`src/rtl/mul_pipe_unit.sv`:
```
`default_nettype none
// ============================================================================
// Module   : mul_pipe_unit
// Purpose  : Parametrised, fully pipelined integer multiply / multiply-
//            accumulate unit for the EX stage. One op per cycle with a
//            valid/ready handshake, global back-pressure, flush and an
//            opaque tag carried alongside every op.
//
// Parameters
//   WIDTH   operand/result width in bits (8..64, even)
//   STAGES  latency in cycles from accept edge to out_valid_o (1..4)
//   TAG_W   width of the opaque tag
//
// Ports
//   clk          clock, all state on rising edge
//   rst_n        synchronous active-low reset
//   in_valid_i   op presented
//   in_ready_o   unit accepts op this cycle (depends only on output state)
//   op_i         0=MUL 1=MULH 2=MULHSU 3=MULHU 4=MAC 5=MACS(opt) else reserved
//   operand_a_i  multiplicand
//   operand_b_i  multiplier
//   operand_c_i  accumulator addend (MAC/MACS)
//   tag_i        opaque tag
//   flush_i      kill every in-flight op (and any op offered this cycle)
//   out_valid_o  result valid
//   out_ready_i  consumer takes result
//   result_o     result (0 when not valid or reserved opcode)
//   tag_o        tag of the op on result_o
//   illegal_o    result came from a reserved opcode
//   sat_o        (MUL_PIPE_SAT_EN only) MACS result was clamped
//
// Optional feature macro: MUL_PIPE_SAT_EN
//   Defined   : op 5 is MACS (signed saturating a*b+c), sat_o port present.
//   Undefined : op 5 is reserved, no sat_o port.
//
// Revision : 1.0  initial parametrised pipelined release
// ============================================================================
module mul_pipe_unit #(
    parameter int WIDTH  = 32,
    parameter int STAGES = 2,
    parameter int TAG_W  = 4
) (
    input  logic             clk,
    input  logic             rst_n,
    input  logic             in_valid_i,
    output logic             in_ready_o,
    input  logic [2:0]       op_i,
    input  logic [WIDTH-1:0] operand_a_i,
    input  logic [WIDTH-1:0] operand_b_i,
    input  logic [WIDTH-1:0] operand_c_i,
    input  logic [TAG_W-1:0] tag_i,
    input  logic             flush_i,
    output logic             out_valid_o,
    input  logic             out_ready_i,
    output logic [WIDTH-1:0] result_o,
    output logic [TAG_W-1:0] tag_o,
    output logic             illegal_o
`ifdef MUL_PIPE_SAT_EN
    ,
    output logic             sat_o
`endif
);

    // ------------------------------------------------------------------------
    // Opcodes
    // ------------------------------------------------------------------------
    localparam logic [2:0] c_OP_MUL    = 3'd0;
    localparam logic [2:0] c_OP_MULH   = 3'd1;
    localparam logic [2:0] c_OP_MULHSU = 3'd2;
    localparam logic [2:0] c_OP_MULHU  = 3'd3;
    localparam logic [2:0] c_OP_MAC    = 3'd4;
`ifdef MUL_PIPE_SAT_EN
    localparam logic [2:0] c_OP_MACS   = 3'd5;
`endif

    // With more than one stage, stage 0 holds the raw operands and the
    // arithmetic sits between stage 0 and the first result stage, so the
    // multiplier never sees the input pins directly. With a single stage
    // the arithmetic has to sit in front of the only register.
    localparam int c_NRES = (STAGES > 1) ? (STAGES - 1) : 1;

    typedef struct packed {
        logic [WIDTH-1:0] res;
        logic             illegal;
`ifdef MUL_PIPE_SAT_EN
        logic             sat;
`endif
    } res_t;

    // ------------------------------------------------------------------------
    // Arithmetic. Each operand is viewed as a (WIDTH+1)-bit signed value
    // (sign bit = MSB for signed ops, 0 otherwise); sign-extending that to
    // 2*WIDTH and multiplying modulo 2^(2*WIDTH) gives exactly the low
    // 2*WIDTH bits of the true product.
    // ------------------------------------------------------------------------
    function automatic res_t f_compute(
        input logic [2:0]       op,
        input logic [WIDTH-1:0] a,
        input logic [WIDTH-1:0] b,
        input logic [WIDTH-1:0] c
    );
        logic               a_sgn;
        logic               b_sgn;
        logic [2*WIDTH-1:0] a_x;
        logic [2*WIDTH-1:0] b_x;
        logic [2*WIDTH-1:0] prod;
`ifdef MUL_PIPE_SAT_EN
        logic [2*WIDTH:0]   acc;
        logic               fits;
`endif
        res_t               r;

        r     = '0;
        a_sgn = (op == c_OP_MULH) || (op == c_OP_MULHSU);
        b_sgn = (op == c_OP_MULH);
`ifdef MUL_PIPE_SAT_EN
        if (op == c_OP_MACS) begin
            a_sgn = 1'b1;
            b_sgn = 1'b1;
        end
`endif
        a_x  = {{WIDTH{a_sgn & a[WIDTH-1]}}, a};
        b_x  = {{WIDTH{b_sgn & b[WIDTH-1]}}, b};
        prod = a_x * b_x;

        case (op)
            c_OP_MUL: begin
                r.res = prod[WIDTH-1:0];
            end
            c_OP_MULH, c_OP_MULHSU, c_OP_MULHU: begin
                r.res = prod[2*WIDTH-1:WIDTH];
            end
            c_OP_MAC: begin
                r.res = prod[WIDTH-1:0] + c;
            end
`ifdef MUL_PIPE_SAT_EN
            c_OP_MACS: begin
                // A signed WIDTH x WIDTH product always fits in 2*WIDTH
                // signed bits; one more bit holds the addend exactly.
                acc  = {prod[2*WIDTH-1], prod} + {{(WIDTH+1){c[WIDTH-1]}}, c};
                // Representable in WIDTH signed bits iff every bit from the
                // top down to the result sign bit agrees.
                fits = (&acc[2*WIDTH:WIDTH-1]) || (~|acc[2*WIDTH:WIDTH-1]);
                if (fits) begin
                    r.res = acc[WIDTH-1:0];
                end else begin
                    r.sat = 1'b1;
                    r.res = acc[2*WIDTH] ? {1'b1, {(WIDTH-1){1'b0}}}
                                         : {1'b0, {(WIDTH-1){1'b1}}};
                end
            end
`endif
            default: begin
                r.illegal = 1'b1;   // reserved opcode: result stays 0
            end
        endcase
        return r;
    endfunction

    // ------------------------------------------------------------------------
    // Handshake. Every stage moves together, so the unit can take a new op
    // exactly when the output slot is empty or being drained this cycle.
    // ------------------------------------------------------------------------
    logic w_adv;
    logic w_accept;

    assign w_adv      = !out_valid_o || out_ready_i;
    assign in_ready_o = w_adv;
    assign w_accept   = in_valid_i && w_adv;

    // Feed into the first result stage
    logic             w_first_v;
    res_t             w_first_d;
    logic [TAG_W-1:0] w_first_tag;

    generate
        if (STAGES > 1) begin : g_op_stage
            logic             r_op_v;
            logic [2:0]       r_op;
            logic [WIDTH-1:0] r_a;
            logic [WIDTH-1:0] r_b;
            logic [WIDTH-1:0] r_c;
            logic [TAG_W-1:0] r_tag;

            always_ff @(posedge clk) begin
                if (!rst_n) begin
                    r_op_v <= 1'b0;
                    r_op   <= '0;
                    r_a    <= '0;
                    r_b    <= '0;
                    r_c    <= '0;
                    r_tag  <= '0;
                end else if (flush_i) begin
                    r_op_v <= 1'b0;
                end else if (w_adv) begin
                    // A cycle without an accepted op loads a bubble.
                    r_op_v <= w_accept;
                    r_op   <= op_i;
                    r_a    <= operand_a_i;
                    r_b    <= operand_b_i;
                    r_c    <= operand_c_i;
                    r_tag  <= tag_i;
                end
            end

            assign w_first_v   = r_op_v;
            assign w_first_d   = f_compute(r_op, r_a, r_b, r_c);
            assign w_first_tag = r_tag;
        end else begin : g_no_op_stage
            assign w_first_v   = w_accept;
            assign w_first_d   = f_compute(op_i, operand_a_i, operand_b_i, operand_c_i);
            assign w_first_tag = tag_i;
        end
    endgenerate

    // ------------------------------------------------------------------------
    // Result stages; the last one is the architectural output register.
    // ------------------------------------------------------------------------
    logic             r_res_v   [c_NRES];
    res_t             r_res_d   [c_NRES];
    logic [TAG_W-1:0] r_res_tag [c_NRES];

    always_ff @(posedge clk) begin
        if (!rst_n) begin
            for (int i = 0; i < c_NRES; i++) begin
                r_res_v[i]   <= 1'b0;
                r_res_d[i]   <= '0;
                r_res_tag[i] <= '0;
            end
        end else if (flush_i) begin
            // Flush wins over advance and also drops a stalled output.
            for (int i = 0; i < c_NRES; i++) begin
                r_res_v[i] <= 1'b0;
            end
        end else if (w_adv) begin
            r_res_v[0]   <= w_first_v;
            r_res_d[0]   <= w_first_d;
            r_res_tag[0] <= w_first_tag;
            for (int i = 1; i < c_NRES; i++) begin
                r_res_v[i]   <= r_res_v[i-1];
                r_res_d[i]   <= r_res_d[i-1];
                r_res_tag[i] <= r_res_tag[i-1];
            end
        end
    end

    // Data registers of bubbles and flushed slots are stale, so the visible
    // outputs are gated by the valid bit.
    assign out_valid_o = r_res_v[c_NRES-1];
    assign result_o    = out_valid_o ? r_res_d[c_NRES-1].res     : '0;
    assign tag_o       = out_valid_o ? r_res_tag[c_NRES-1]       : '0;
    assign illegal_o   = out_valid_o ? r_res_d[c_NRES-1].illegal : 1'b0;
`ifdef MUL_PIPE_SAT_EN
    assign sat_o       = out_valid_o ? r_res_d[c_NRES-1].sat     : 1'b0;
`endif

endmodule
`default_nettype wire

```
`config.mk`:
```
export PLATFORM = sky130hd
export DESIGN_NAME = mul_pipe_unit
export DESIGN_NICKNAME = d
export VERILOG_FILES = /design/src/rtl/mul_pipe_unit.sv
export SDC_FILE = /design/constraint.sdc
export NUM_CORES = 2
export LEC_CHECK = 0
export CAP_MARGIN = 25
export CORE_ASPECT_RATIO = 0.6
export CORE_MARGIN = 2
export CORE_UTILIZATION = 70
export DETAILED_ROUTE_END_ITERATION = 7
export GPL_TIMING_DRIVEN = 0
export MAX_ROUTING_LAYER = met4
export PLACE_DENSITY = 0.89
export SYNTH_ARGS = -nofsm -noshare
export SYNTH_HDL_FRONTEND = slang
export SYNTH_SLANG_ARGS = --single-unit
```
`constraint.sdc`:
```
create_clock -name clk -period 24.8 [get_ports clk]
set_clock_uncertainty 0.2 [all_clocks]
set_input_delay 4.96 -clock clk [delete_from_list [all_inputs] [get_ports clk]]
set_output_delay 4.96 -clock clk [all_outputs]
set_load 0.01 [all_outputs]
```
# Yosys cells after proc, flatten, opt, wreduce, memory -nomap -nowiden
# Memory sizes are Yosys's and may differ from the RTL's.
# Index checks and enable logic that the tools add are counted.
totals:
  register_bits: 104
  ram_bits: 38
  inputBits: 108
  output_inout_bits: 39
  wordCells: 53
  mem_count: 3
classes:
  n_addsub: 1
  multipliers: 1
  n_eq_ne: 4
  mux: 21
  bitwise: 4
  n_reduce_logical: 13
memory_table:
  columns: ["name", "depth", "word_bits", "read_ports", "rd_ports_with_merged_regs", "wr", "line_no", "source"]
  rows:
  - ["r_res_d", 1, 33, 1, 0, 1, "220", "res_t r_res_d [c_NRES];"]
  - ["r_res_tag", 1, 4, 1, 0, 1, "221", "logic [TAG_W-1:0] r_res_tag [c_NRES];"]
  - ["r_res_v", 1, 1, 1, 0, 1, "219", "logic r_res_v [c_NRES];"]
ops:
  columns: ["operator", "n"]
  rows:
  - ["$pmux W32 S3", 1]
  - ["$mul A33 B33 Y64", 1]
  - ["$mux W33", 1]
  - ["$reduce_or A33 Y1", 1]
  - ["$add A32 B32 Y32", 1]
  - ["$mux W32", 1]
  - ["$mux W1", 16]
  - ["$mux W4", 2]
  - ["$eq A3 B2 Y1 const B", 2]
  - ["$reduce_or A5 Y1", 1]
  - ["$reduce_or A4 Y1", 1]
  - ["$eq A3 B1 Y1 const B", 1]
  - ["$eq A3 B3 Y1 const B", 1]
  - ["$logic_not A3 Y1", 1]
  - ["$reduce_or A3 Y1", 1]
  - ["$and A1 B1 Y1", 2]
  - ["$logic_or A1 B1 Y1", 2]
  - ["$not A1 Y1", 2]
  - ["$reduce_and A2 Y1", 1]
  - ["$reduce_or A1 Y1", 2]
  - ["$reduce_or A2 Y1", 1]
  - ["$logic_and A1 B1 Y1", 1]
  - ["$logic_not A1 Y1", 1]

# Longest topological paths before layout
logic_depth:
  depth_word: 8
  ltp_mapped: 35
  ltp_nobuf: 34

# Worst setup path before layout
# Ideal clock, no wire load.
synth_path:
  path_kind: "input port to output port"
  start: "input port out_ready_i"
  end: "output port in_ready_o"
  t_arrival_ns: 5.363
  setup_slack_ns: 14.277
  stages: 2
  path_cell_list: "nor2b_1 inv_1"
synth_between:
  elab_chain_cells: 1
synth_rtl:
  columns: ["item", "line_no", "source"]
  rows:
  - ["start, declared", "54", "input logic out_ready_i,"]
  - ["$logic_or A1 B1 Y1", "167", "assign w_adv = !out_valid_o || out_ready_i;"]
  - ["end, declared", "46", "output logic in_ready_o,"]
# No other way between the ends.

# Worst setup path in the final report
layout_path:
  start: "register g_op_stage.r_b[7]"
  end: "memory r_res_d[0][32] (netlist name), data pin"
layout_between:
  elab_chain_cells: 4
layout_rtl:
  columns: ["item", "line_no", "source"]
  rows:
  - ["start, declared", "181", "logic [WIDTH-1:0] r_b;"]
  - ["start signal, assigned", "200", "r_b <= operand_b_i;"]
  - ["$mul A33 B33 Y64 *", "124", "prod = a_x * b_x;"]
  - ["$add A32 B32 Y32", "134", "r.res = prod[WIDTH-1:0] + c;"]
  - ["$pmux W32 S3 *", "126", "case (op)"]
  - ["$mux W33 (no source line) *", null, null]
  - ["end, declared", "220", null]
# Mark *: on every way between the ends. The rest lies on a longest branch, timed or not.

==> results.yml <==
run_status:
  status: "finished, violations left"
  violations: "design-rule violations"
timing:
  fin_tns_setup_ns: 0
  tightestPinTransition_ns: 1.29
  fin_crit_sh: 0.529
  fmax_mhz: 76.2
  rsz0062_at_grt: "false"
  hold_viol: 0
  max-slew-margin-rel: 0.138
  fin_crit_ns: 13.13
  finalMaxSlewViolations: 0
  setup_viol: 0
drt:
  highest_layer: "met4"
  drc: 39
  wl_met3_mm: 35.2
  drtAntennaViolNets: 0
  wl_mm: 177
  wl_met1_mm: 61.7
  vias: 38777
  viasPerCell: 6.43
  drt_iter0_markers: 5878
  wire_per_inst_um: 29.3
  dr.pass1.iters: 8
  wl_met2_mm: 66.3
place:
  gp_congestion: 1.11
  place_area_um2: 48000
  port-buffer-count: 146
  dp_hpwl_mm: 147
  placed_cells: 5947
global_route:
  grt_usage: 0.558
  grt_pass1_wl_mm: 256
  antenna_found_initial: 14
  grt_pass1_vias: 39809
  grt_overflow_total: 0
  grt_max_degree: 25
clock_network:
  cts_max_path_buffers: 2
  root_buffer: "clkbuf_16"
  cts_made_buffers: 17
  cts_tree: "done"
  clock-sinks: 142
  worstSkewPairLatency_ns: 0.53
  postCtsSetupBuffers: 0
  ctsHoldBuffers: 0
  cts_resized: 0
  clkTransAtPathRegs_ns: 0.07
  h-tree-depth: 4
cells_and_area:
  nets: 6604
  ff_latch_area_um2: 3220
  finish.utilization: 0.760
  final_cell_count_no_fill: 6031
  layout-drive-gt1-share: 0.0146
  syn_to_final_growth_pct: 7.68
  multiInputGateArea_um2: 36600
  design_area_um2: 48800
  fillCellCount: 4356
critical_path:
  reg2reg_to: "r_res_d[0][32]$_SDFFCE_PN0P_"
  cpPeakStageDelay_ns: 1.02
  timing.rr.start: "g_op_stage.r_b[7]$_SDFFE_PN0P_"
  r2r_slack_ns: 11.67
  cp-end-kind: "flip-flop"
  startpoint_type: "flip-flop"
  slowest_stage: "clkbuf_1"
  path_class: "reg2reg"
  path_common_cell: "fa_1"
  cpLargestDelayFamily: "adder cells"
  reg2reg_depth: 33
  arrival_ns: 13.19
  timing.critical_path.buf_inv: 6
  required_ns: 24.86
  worstPathMaxFanout: 13
yosys:
  ys.flop_type: "dfxtp_1"
  syn_inst: 4945
  synth-seq-cells: 142
  synth_most_common_cell: "inv_1"
  synth_edf_count: 38
  netlist_area_um2: 45300
  synth.distinct_cells: 74
  synth_top_area_frac: 0.497
  syn_nets: 6423
  synth_top_area_cell: "fa_1"
  yosys-top-cells-area: "fa_1, inv_1, and2_1, ha_1, nand2_1"
  synth_area_per_cell_um2: 9.17
  ys_seq_area_frac: 0.0711
  synth_commonest_cells: "inv_1, fa_1, nand2_1"
  yosys_warnings: 0
  async_flop_share: 0
floorplanning:
  die_area_um2: 66900
  core.rowCount: 72
  pin_count: 147
  coreArea_um2: 64200
  die_w_um: 333
  initial_core_util: 0.706
  die_h_um: 201
pwr:
  seq_power_share: 0.140
  switching_share: 0.567
  pwr-share-comb: 0.719
  power.density_nw_per_um2: 42.4
  vdd_drop_max_v: 0.0000768
  switchingPower_w: 0.00117
  p_clk_frac: 0.142
  p_leak_nw: 23.1
  intPower_w: 0.000896
  finalPower_w: 0.00207
hold_path:
  min_path_type: "reg2reg"
  holdPathStages: 2
  min_to: "g_op_stage.r_op_v$_SDFFE_PP0N_"
  min_from: "g_op_stage.r_op_v$_SDFFE_PP0N_"
flow_run:
  drv_cap: 0
cells by family (layout without fill, tap and decap cells):
family          count (synthesis)  after routing  synth area share
xor+xnor                       94             94            0.0185
other cells                     0             41                 0
fa+ha+maj                    1370           1370             0.565
flops                         142            142            0.0711
simple gates                 1420           1420             0.153
mux                            14             14           0.00309
compound gates                433            433            0.0680
buf+inv                      1472           1666             0.122
worst max-delay path by stage:
| stage | startpoint | end | slack (ns) | cells after the start |
|---|---|---|---|---|
| final | g_op_stage.r_b[7]$_SDFFE_PN0P_ | r_res_d[0][32]$_SDFFCE_PN0P_ | 11.67 | 33 |
| after global routing | g_op_stage.r_b[14]$_SDFFE_PN0P_ | r_res_d[0][32]$_SDFFCE_PN0P_ | 11.73 | 32 |
| after CTS | g_op_stage.r_a[2]$_SDFFE_PN0P_ | r_res_d[0][32]$_SDFFCE_PN0P_ | 12.68 | 32 |
| after detailed placement | g_op_stage.r_a[2]$_SDFFE_PN0P_ | r_res_d[0][32]$_SDFFCE_PN0P_ | 12.72 | 32 |
| after global placement | g_op_stage.r_b[6]$_SDFFE_PN0P_ | r_res_d[0][32]$_SDFFCE_PN0P_ | 12.73 | 33 |
| after floorplan | out_ready_i | in_ready_o | 14.28 | 2 |
layout by cell type (no fill, tap or decap), types with 20 or more instances in the layout:
master	synthesis	final
o21ai_0	52	52
xor2_1	21	21
xnor2_1	72	72
a22o_1	103	103
fa_1	1126	1126
a21o_1	39	39
clkbuf_1	269	269
dfxtp_1	104	104
edfxtp_1	38	38
clkdlybuf4s50_1	0	146
nor2_1	103	103
a21oi_1	90	90
nand2_1	670	670
nor3_1	25	25
ha_1	244	244
nand3_1	20	20
a31oi_1	22	22
diode_2	0	41
and2_1	504	504
inv_1	1199	1199
worst reg2reg max path: cells and delay by family (launching register included):
| family | cells | cell delay, ns |
|---|---|---|
| adder cells (fa/ha/maj) | 10 | 4.20 |
| AND/OR/NAND/NOR | 6 | 1.24 |
| buffers and inverters | 6 | 1.36 |
| XOR/XNOR | 2 | 1.14 |
| AO/OA/AOI/OAI | 9 | 3.90 |
| flip-flops | 1 | 0.84 |
state kept, by name (all words and copies together) (netlist names):
signal and cells:
r_res_d 33, g_op_stage.r_op_v 1, r_res_v 1, r_res_tag 4, g_op_stage.r_c 32, g_op_stage.r_b 32, g_op_stage.r_op 3, g_op_stage.r_tag 4
g_op_stage.r_a 32
final cells by class:
cell class              count  share of cell area
well taps                 851              0.0218
repair buffers            162              0.0351
plain buffers             273              0.0211
flip-flops and latches    142              0.0660
clock buffers              17             0.00872
clock inverters            15             0.00354
diodes                     41             0.00210
inverters                1199              0.0922
multi-input cells        3331               0.749
layer usage:
layer	GRT usage	vias to the layer above
li1	-	14975
met1	0.703	19121
met2	0.689	3739
met3	0.323	942
met4	0.315	0
met5	-	-
stage by stage:
stage,setup WS [ns],hold slack (ns)
floorplan,14.28,0.225
global placement,12.73,0.234
detailed placement,12.72,0.252
CTS,12.68,0.260
global route,11.73,0.289
finish,11.67,0.265
power by group through the flow:
stage               logic [W]  registers, W  clock network, W
floorplan            0.000849      0.000274                 0
CTS                   0.00138      0.000285          0.000286
finish                0.00149      0.000289          0.000293
global route          0.00155      0.000288          0.000296
detailed placement    0.00136      0.000290                 0
global placement      0.00133      0.000290                 0
Power figures use the tool's default switching activity.
